`src/rtl/mem_ctrl_if.sv`:
```
// rtl/mem_ctrl_if.sv - CPU-side request ports and byte-wide RAM port of the memory controller
interface mem_ctrl_if;
  logic        if_req;
  logic [31:0] if_addr;
  logic        if_flush;
  logic        if_done;
  logic [31:0] if_inst;
  logic        mem_req;
  logic        mem_we;
  logic [1:0]  mem_size;
  logic [31:0] mem_addr;
  logic [31:0] mem_wdata;
  logic        mem_done;
  logic [31:0] mem_rdata;
  logic        if_stall_req;
  logic        mem_stall_req;
  logic [7:0]  ram_din;
  logic [7:0]  ram_dout;
  logic [31:0] ram_a;
  logic        ram_wr;

  modport master (
    output if_req, if_addr, if_flush, mem_req, mem_we, mem_size, mem_addr, mem_wdata, ram_din,
    input  if_done, if_inst, mem_done, mem_rdata, if_stall_req, mem_stall_req, ram_dout, ram_a, ram_wr
  );

  modport slave (
    input  if_req, if_addr, if_flush, mem_req, mem_we, mem_size, mem_addr, mem_wdata, ram_din,
    output if_done, if_inst, mem_done, mem_rdata, if_stall_req, mem_stall_req, ram_dout, ram_a, ram_wr
  );
endinterface

```
`src/rtl/mem_ctrl.sv`:
```
// rtl/mem_ctrl.sv - byte-serial RAM port arbiter for instruction fetch and load/store
module mem_ctrl (
  input logic       clk,
  input logic       rst,
  mem_ctrl_if.slave bus
);

  typedef enum logic [1:0] {IDLE, IF_RD, MEM_RD, MEM_WR} state_t;

  state_t      state;
  state_t      state_nx;
  logic [2:0]  cnt;
  logic [2:0]  n_bytes;
  logic [2:0]  size_n;
  logic [31:0] base;
  logic [31:0] wdata;
  logic [31:0] buffer;
  logic [31:0] a_hold;
  logic [31:0] addr_cur;
  logic [1:0]  cap_idx;
  logic        done_if;
  logic        done_mem;
  logic        accept_if;
  logic        accept_mem;
  logic        finish;
  logic        flushed;

  // Size code 3 is treated as a word.
  assign size_n   = (bus.mem_size == 2'd0) ? 3'd1 :
                    (bus.mem_size == 2'd1) ? 3'd2 : 3'd4;
  assign addr_cur = base + {29'd0, cnt};
  // The byte arriving now belongs to the address issued one cycle earlier.
  assign cap_idx  = cnt[1:0] - 2'd1;
  assign flushed  = (state == IF_RD) && bus.if_flush;

  assign bus.if_done       = done_if & ~bus.if_flush;
  assign bus.mem_done      = done_mem;
  assign bus.if_inst       = buffer;
  assign bus.mem_rdata     = buffer;
  assign bus.if_stall_req  = bus.if_req & ~bus.if_done;
  assign bus.mem_stall_req = bus.mem_req & ~bus.mem_done;

  // State register.
  always_ff @(posedge clk) begin
    if (rst) state <= IDLE;
    else     state <= state_nx;
  end

  // Arbitration, next state and RAM port drive.
  always_comb begin
    state_nx     = state;
    accept_if    = 1'b0;
    accept_mem   = 1'b0;
    finish       = 1'b0;
    bus.ram_a    = a_hold;
    bus.ram_wr   = 1'b0;
    bus.ram_dout = 8'd0;
    unique case (state)
      IDLE: begin
        // Wait out the done cycle so the requester can drop its request.
        if (!done_if && !done_mem) begin
          if (bus.mem_req) begin
            accept_mem = 1'b1;
            state_nx   = bus.mem_we ? MEM_WR : MEM_RD;
          end else if (bus.if_req && !bus.if_flush) begin
            accept_if = 1'b1;
            state_nx  = IF_RD;
          end
        end
      end
      IF_RD, MEM_RD: begin
        if (cnt < n_bytes) bus.ram_a = addr_cur;
        if (flushed) begin
          state_nx = IDLE;
        end else if (cnt == n_bytes) begin
          state_nx = IDLE;
          finish   = 1'b1;
        end
      end
      MEM_WR: begin
        bus.ram_wr   = 1'b1;
        bus.ram_a    = addr_cur;
        bus.ram_dout = wdata[{cnt[1:0], 3'b000} +: 8];
        if (cnt == n_bytes - 3'd1) begin
          state_nx = IDLE;
          finish   = 1'b1;
        end
      end
      default: state_nx = IDLE;
    endcase
  end

  // Transaction latch, byte counter, read assembly and done flags.
  always_ff @(posedge clk) begin
    if (rst) begin
      cnt      <= 3'd0;
      n_bytes  <= 3'd0;
      base     <= 32'd0;
      wdata    <= 32'd0;
      buffer   <= 32'd0;
      a_hold   <= 32'd0;
      done_if  <= 1'b0;
      done_mem <= 1'b0;
    end else begin
      a_hold   <= bus.ram_a;
      done_if  <= finish && (state == IF_RD);
      done_mem <= finish && (state != IF_RD);
      if (accept_mem) begin
        base    <= bus.mem_addr;
        n_bytes <= size_n;
        wdata   <= bus.mem_wdata;
        buffer  <= 32'd0;
        cnt     <= 3'd0;
      end else if (accept_if) begin
        base    <= bus.if_addr;
        n_bytes <= 3'd4;
        buffer  <= 32'd0;
        cnt     <= 3'd0;
      end else if (state == IF_RD || state == MEM_RD) begin
        if (flushed) begin
          cnt <= 3'd0;
        end else begin
          if (cnt != 3'd0) buffer[{cap_idx, 3'b000} +: 8] <= bus.ram_din;
          cnt <= finish ? 3'd0 : cnt + 3'd1;
        end
      end else if (state == MEM_WR) begin
        cnt <= finish ? 3'd0 : cnt + 3'd1;
      end
    end
  end

endmodule

```
`src/flat_wrapper.sv`:
```
// flat-port wrapper written by rule: the top's interface ports become plain ports
module mem_ctrl_flat 
  (clk, rst, bus_if_req, bus_if_addr, bus_if_flush, bus_mem_req, bus_mem_we, bus_mem_size, bus_mem_addr, bus_mem_wdata, bus_ram_din, bus_if_done, bus_if_inst, bus_mem_done, bus_mem_rdata, bus_if_stall_req, bus_mem_stall_req, bus_ram_dout, bus_ram_a, bus_ram_wr);
  mem_ctrl_if bus_i ();
  input logic clk;
  input logic rst;
  input wire logic [$bits(bus_i.if_req)-1:0] bus_if_req;
  input wire logic [$bits(bus_i.if_addr)-1:0] bus_if_addr;
  input wire logic [$bits(bus_i.if_flush)-1:0] bus_if_flush;
  input wire logic [$bits(bus_i.mem_req)-1:0] bus_mem_req;
  input wire logic [$bits(bus_i.mem_we)-1:0] bus_mem_we;
  input wire logic [$bits(bus_i.mem_size)-1:0] bus_mem_size;
  input wire logic [$bits(bus_i.mem_addr)-1:0] bus_mem_addr;
  input wire logic [$bits(bus_i.mem_wdata)-1:0] bus_mem_wdata;
  input wire logic [$bits(bus_i.ram_din)-1:0] bus_ram_din;
  output wire logic [$bits(bus_i.if_done)-1:0] bus_if_done;
  output wire logic [$bits(bus_i.if_inst)-1:0] bus_if_inst;
  output wire logic [$bits(bus_i.mem_done)-1:0] bus_mem_done;
  output wire logic [$bits(bus_i.mem_rdata)-1:0] bus_mem_rdata;
  output wire logic [$bits(bus_i.if_stall_req)-1:0] bus_if_stall_req;
  output wire logic [$bits(bus_i.mem_stall_req)-1:0] bus_mem_stall_req;
  output wire logic [$bits(bus_i.ram_dout)-1:0] bus_ram_dout;
  output wire logic [$bits(bus_i.ram_a)-1:0] bus_ram_a;
  output wire logic [$bits(bus_i.ram_wr)-1:0] bus_ram_wr;
  assign bus_i.if_req = bus_if_req;
  assign bus_i.if_addr = bus_if_addr;
  assign bus_i.if_flush = bus_if_flush;
  assign bus_i.mem_req = bus_mem_req;
  assign bus_i.mem_we = bus_mem_we;
  assign bus_i.mem_size = bus_mem_size;
  assign bus_i.mem_addr = bus_mem_addr;
  assign bus_i.mem_wdata = bus_mem_wdata;
  assign bus_i.ram_din = bus_ram_din;
  assign bus_if_done = bus_i.if_done;
  assign bus_if_inst = bus_i.if_inst;
  assign bus_mem_done = bus_i.mem_done;
  assign bus_mem_rdata = bus_i.mem_rdata;
  assign bus_if_stall_req = bus_i.if_stall_req;
  assign bus_mem_stall_req = bus_i.mem_stall_req;
  assign bus_ram_dout = bus_i.ram_dout;
  assign bus_ram_a = bus_i.ram_a;
  assign bus_ram_wr = bus_i.ram_wr;
  mem_ctrl u_core (.clk(clk), .rst(rst), .bus(bus_i));
endmodule
```
`config.mk`:
```
export PLATFORM = sky130hd
export DESIGN_NAME = mem_ctrl_flat
export DESIGN_NICKNAME = d
export VERILOG_FILES = /design/src/rtl/mem_ctrl_if.sv /design/src/rtl/mem_ctrl.sv /design/src/flat_wrapper.sv
export SDC_FILE = /design/constraint.sdc
export NUM_CORES = 1
export LEC_CHECK = 0
export ABC_AREA = 1
export BUFFER_PORTS_ARGS = -buffer_cell sky130_fd_sc_hd__buf_2
export CAP_MARGIN = 25
export CORE_ASPECT_RATIO = 2
export CORE_UTILIZATION = 52
export CTS_BUF_LIST = sky130_fd_sc_hd__clkbuf_4 sky130_fd_sc_hd__clkbuf_8 sky130_fd_sc_hd__clkbuf_16
export DETAILED_ROUTE_END_ITERATION = 6
export PLACE_DENSITY = 0.81
export SYNTH_ARGS = -nofsm -noshare
export SYNTH_HDL_FRONTEND = slang
export SYNTH_SLANG_ARGS = --single-unit
```
`constraint.sdc`:
```
create_clock -name clk -period 3 [get_ports clk]
set_input_delay 0.6 -clock clk [delete_from_list [all_inputs] [get_ports clk]]
set_output_delay 0.6 -clock clk [all_outputs]
set_load 0.005 [all_outputs]
```
==> flow_summary.yaml <==
outcome:
  status: "finished, final reports clean"
global_route:
  grt-busiest-layer: "met2"
  grtUsageMet3_pct: 4.14
  antenna_found_initial: 0
  grt_pass1_wl_um: 32800
  use_met2_pct: 51.7
  grt_overflow: 0
  grt_pass1_vias: 7050
  grt_max_degree: 64
  grt_usage_pct: 28.7
  met1_usage_pct: 31.7
cells_and_area:
  final_net_count: 1346
  syn_to_final_growth_pct: 23.9
  layout-drive-gt1-share_pct: 26.3
  diodes: 0
yosys:
  ys_ff_latch: 138
  synth_area_um2: 7220
  synth_cell_types: 42
  synth_edf_count: 0
  synth-main-ff-cell: "dfxtp_1"
  async_flop_share_pct: 0
  syn_nets: 1168
  ys_seq_area_share_pct: 38.3
  syn_area_per_cell_um2: 6.95
  ys_warn_count: 0
  synthCells: 1038
sta:
  finalCritPeriodShare_pct: 99.3
  hold_viol_final: 0
  setup_violations: 0
  worstMarginPinSlew_ps: 773
  relSlewSlack_pct: 48.1
  post-route-min-period_ps: 2980
  max_freq_mhz: 336
  rsz0062_at_grt: "true"
  fin_skew_ps: 9.03
  drv_slew: 0
  whs_ps: 394
placement:
  dp_hpwl_um: 15400
  port_buffers: 220
  gp_congestion: 0.958
floorplan:
  rows: 60
  die-width_um: 85.3
  dieArea_um2: 14400
  fp.coreArea_um2: 13500
  start_util_pct: 53.4
  die_y_um: 169
  num_io_pins: 221
pwr:
  pwr_density_cell_nw_per_um2: 757
  irDropWorstVdd_mv: 0.447
  pwr-share-clk_pct: 31.6
  netSwitchingPower_uw: 2580
  switching_share_pct: 38.1
  leakagePower_uw: 0.00408
  power.internal_uw: 4190
  power_uw: 6770
  pwr-share-seq_pct: 35.6
  combPwrFrac_pct: 32.8
critical_path:
  crit_path_max_fanout: 4
  startpoint_type: "flop"
  crit_path_end_kind: "output pin"
  critPathArrivalTime_ps: 2380
  cp-startpoint: "u_core.cnt[0]$_SDFFE_PP0N_"
  r2r_start: "u_core.cnt[0]$_SDFFE_PP0N_"
  cp_data_required_time_ps: 2400
  critPathKind: "flop to output pin"
clock_tree:
  cts_made_buffers: 17
  numClockSinks: 138
  cts_buffer_depth: 2
  cts_tree: "built"
  ctsHtreeMaxLevel: 4
  clkLatencyLatePin_ps: 420
  clk_pin_slew_worst_paths_ps: 60
  root_buffer: "clkbuf_16"
  hold_buffers: 0
routing:
  remaining_drc_errors: 0
  route.vias.total: 7601
  vias_per_cell: 5.50
  wl_um: 21000
  drt_iter0_markers: 459
  ant_nets: 0
  firstDrtPassIters: 5
  wl_per_cell_um: 15.2
min_path:
  hp-start: "bus_mem_size[0]"
  hp-class: "primary input to flop"
flow_run:
  drv_cap: 0
==> per-layer routing <==
metal  part of all wire [%]  vias up  routed length (um)
li1                       -     3769                   -
met1                     39     3451                8120
met2                     52      304               10900
met3                    4.6       77                 960
met4                    4.8        0                1000
met5                      0        -                   0
==> critical path, stage by stage, from the launching register on <==
cell and delay [ps]:
dfxtp_2 360, ha_4 150, inv_2 40, fa_2 360
inv_2 90, nand2_4 60, nand2_4 90, buf_4 120
nand2_4 50, nor2_4 170, nand2_1 70, a21oi_1 120
o21ai_1 90, nand2_1 80, buf_2 110
==> layout make-up <==
type / instances / area [um^2]
clock buffers: 18 / 433
clock inverters: 13 / 170
fillers: 1236 / 4570
multi-input cells: 745 / 3800
inverters: 71 / 267
well taps: 155 / 194
repair buffers: 243 / 1320
flip-flops and latches: 138 / 2770
==> power by group through the flow <==
stage	combinational [uW]	clock, uW	sequential (uW)
2_1_floorplan	1560	0	2330
3_3_place_gp	2090	0	2410
3_5_place_dp	2120	0	2420
4_1_cts	2140	2160	2390
5_1_grt	2480	2240	2440
6_report	2220	2140	2410
==> through the flow <==
stage          instances  setup WS [ps]  cell area, um^2  TNS (ps)  util, %
4_1_cts             1377          -10.9             8790     -10.9     65.1
3_5_place_dp        1346            340             8160         0     60.4
5_1_grt             1383          -96.0             8940      -514     66.2
6_report            1383           22.4             8940         0     66.2
3_3_place_gp        1346            391             8160         0     60.4
2_1_floorplan       1038            236             7220         0        -
==> path summary, 6_finish.rpt <==
kind,endpoint,slack [ps],depth (start not counted)
max,bus_ram_a[16],20,14
min,u_core.n_bytes[0]$_SDFFE_PP0P_,390,2
max reg2reg,u_core.bus.if_inst[17]$_SDFFE_PP0P_,670,9
min reg2reg,u_core.wdata[17]$_SDFFE_PP0P_,460,2
==> layout by cell type, fill, tap and decap left out, types with 5 or more instances in the layout <==
master     synthesis  routed
buf_4             34      19
inv_2              4       8
nor3_1             5       5
dfxtp_1          138     135
nand2_4            2       5
nor2_2             7       9
nor2_4             3       5
or3_1             15      15
nand3_1           50      44
o31ai_1           31      31
o211ai_1           5       5
nand2_1          272     268
nand4_1           19      19
xor2_1             7       7
buf_2             20     220
ha_1              17      15
nor2_1            84      80
inv_1             64      61
clkbuf_16          0      18
a21oi_1          133     133
nand3_2            1       6
o21ai_0           70      70
==> flip-flops by register name, summed over array words and instances (netlist names), 2 cells and up <==
signal              flops
u_core.state            2
u_core.n_bytes          3
u_core.base            32
u_core.a_hold          32
u_core.wdata           32
u_core.bus.if_inst     32
u_core.cnt              3
==> cell usage after synthesis, types with 2 or more instances <==
| library cell | instances | area share (%) |
|---|---|---|
| ha_1 | 17 | 2.9 |
| clkbuf_1 | 23 | 1.2 |
| nand2_4 | 2 | 0.31 |
| nand4_1 | 19 | 1.6 |
| o211ai_1 | 5 | 0.52 |
| xnor2_1 | 4 | 0.49 |
| a21oi_1 | 133 | 9.2 |
| nor2_4 | 3 | 0.47 |
| inv_1 | 64 | 3.3 |
| or2_2 | 3 | 0.26 |
| clkinv_1 | 3 | 0.16 |
| nor2_1 | 84 | 4.4 |
| buf_4 | 34 | 3.5 |
| o31ai_1 | 31 | 3.2 |
| xor2_1 | 7 | 0.85 |
| buf_2 | 20 | 1.4 |
| o21ai_0 | 70 | 4.9 |
| buf_1 | 2 | 0.10 |
| nand2_1 | 272 | 14 |
| or3_1 | 15 | 1.3 |
| inv_2 | 4 | 0.21 |
| nor2_2 | 7 | 0.61 |
| nor3_1 | 5 | 0.35 |
| nand3_1 | 50 | 3.5 |
| dfxtp_1 | 138 | 38 |
| o21ai_1 | 4 | 0.28 |
| buf_6 | 4 | 0.62 |
==> repair_timing <==
item	4_1_cts	5_1_grt
pin swaps	2	12
resized for setup	6	28
hold endpoints to repair	0	0
setup buffers	0	5
setup endpoints to repair	11	31
cloned	0	1
==> cell families after synthesis <==
group | after synthesis | share of synthesized area (%)
AO/OA/AOI/OAI | 249 | 18.9
XOR/XNOR | 11 | 1.33
adder cells (fa/ha/maj) | 18 | 3.22
buffers and inverters | 155 | 10.6
flip-flops | 138 | 38.3
AND/OR/NAND/NOR | 467 | 27.6
Power figures use the tool's default switching activity.
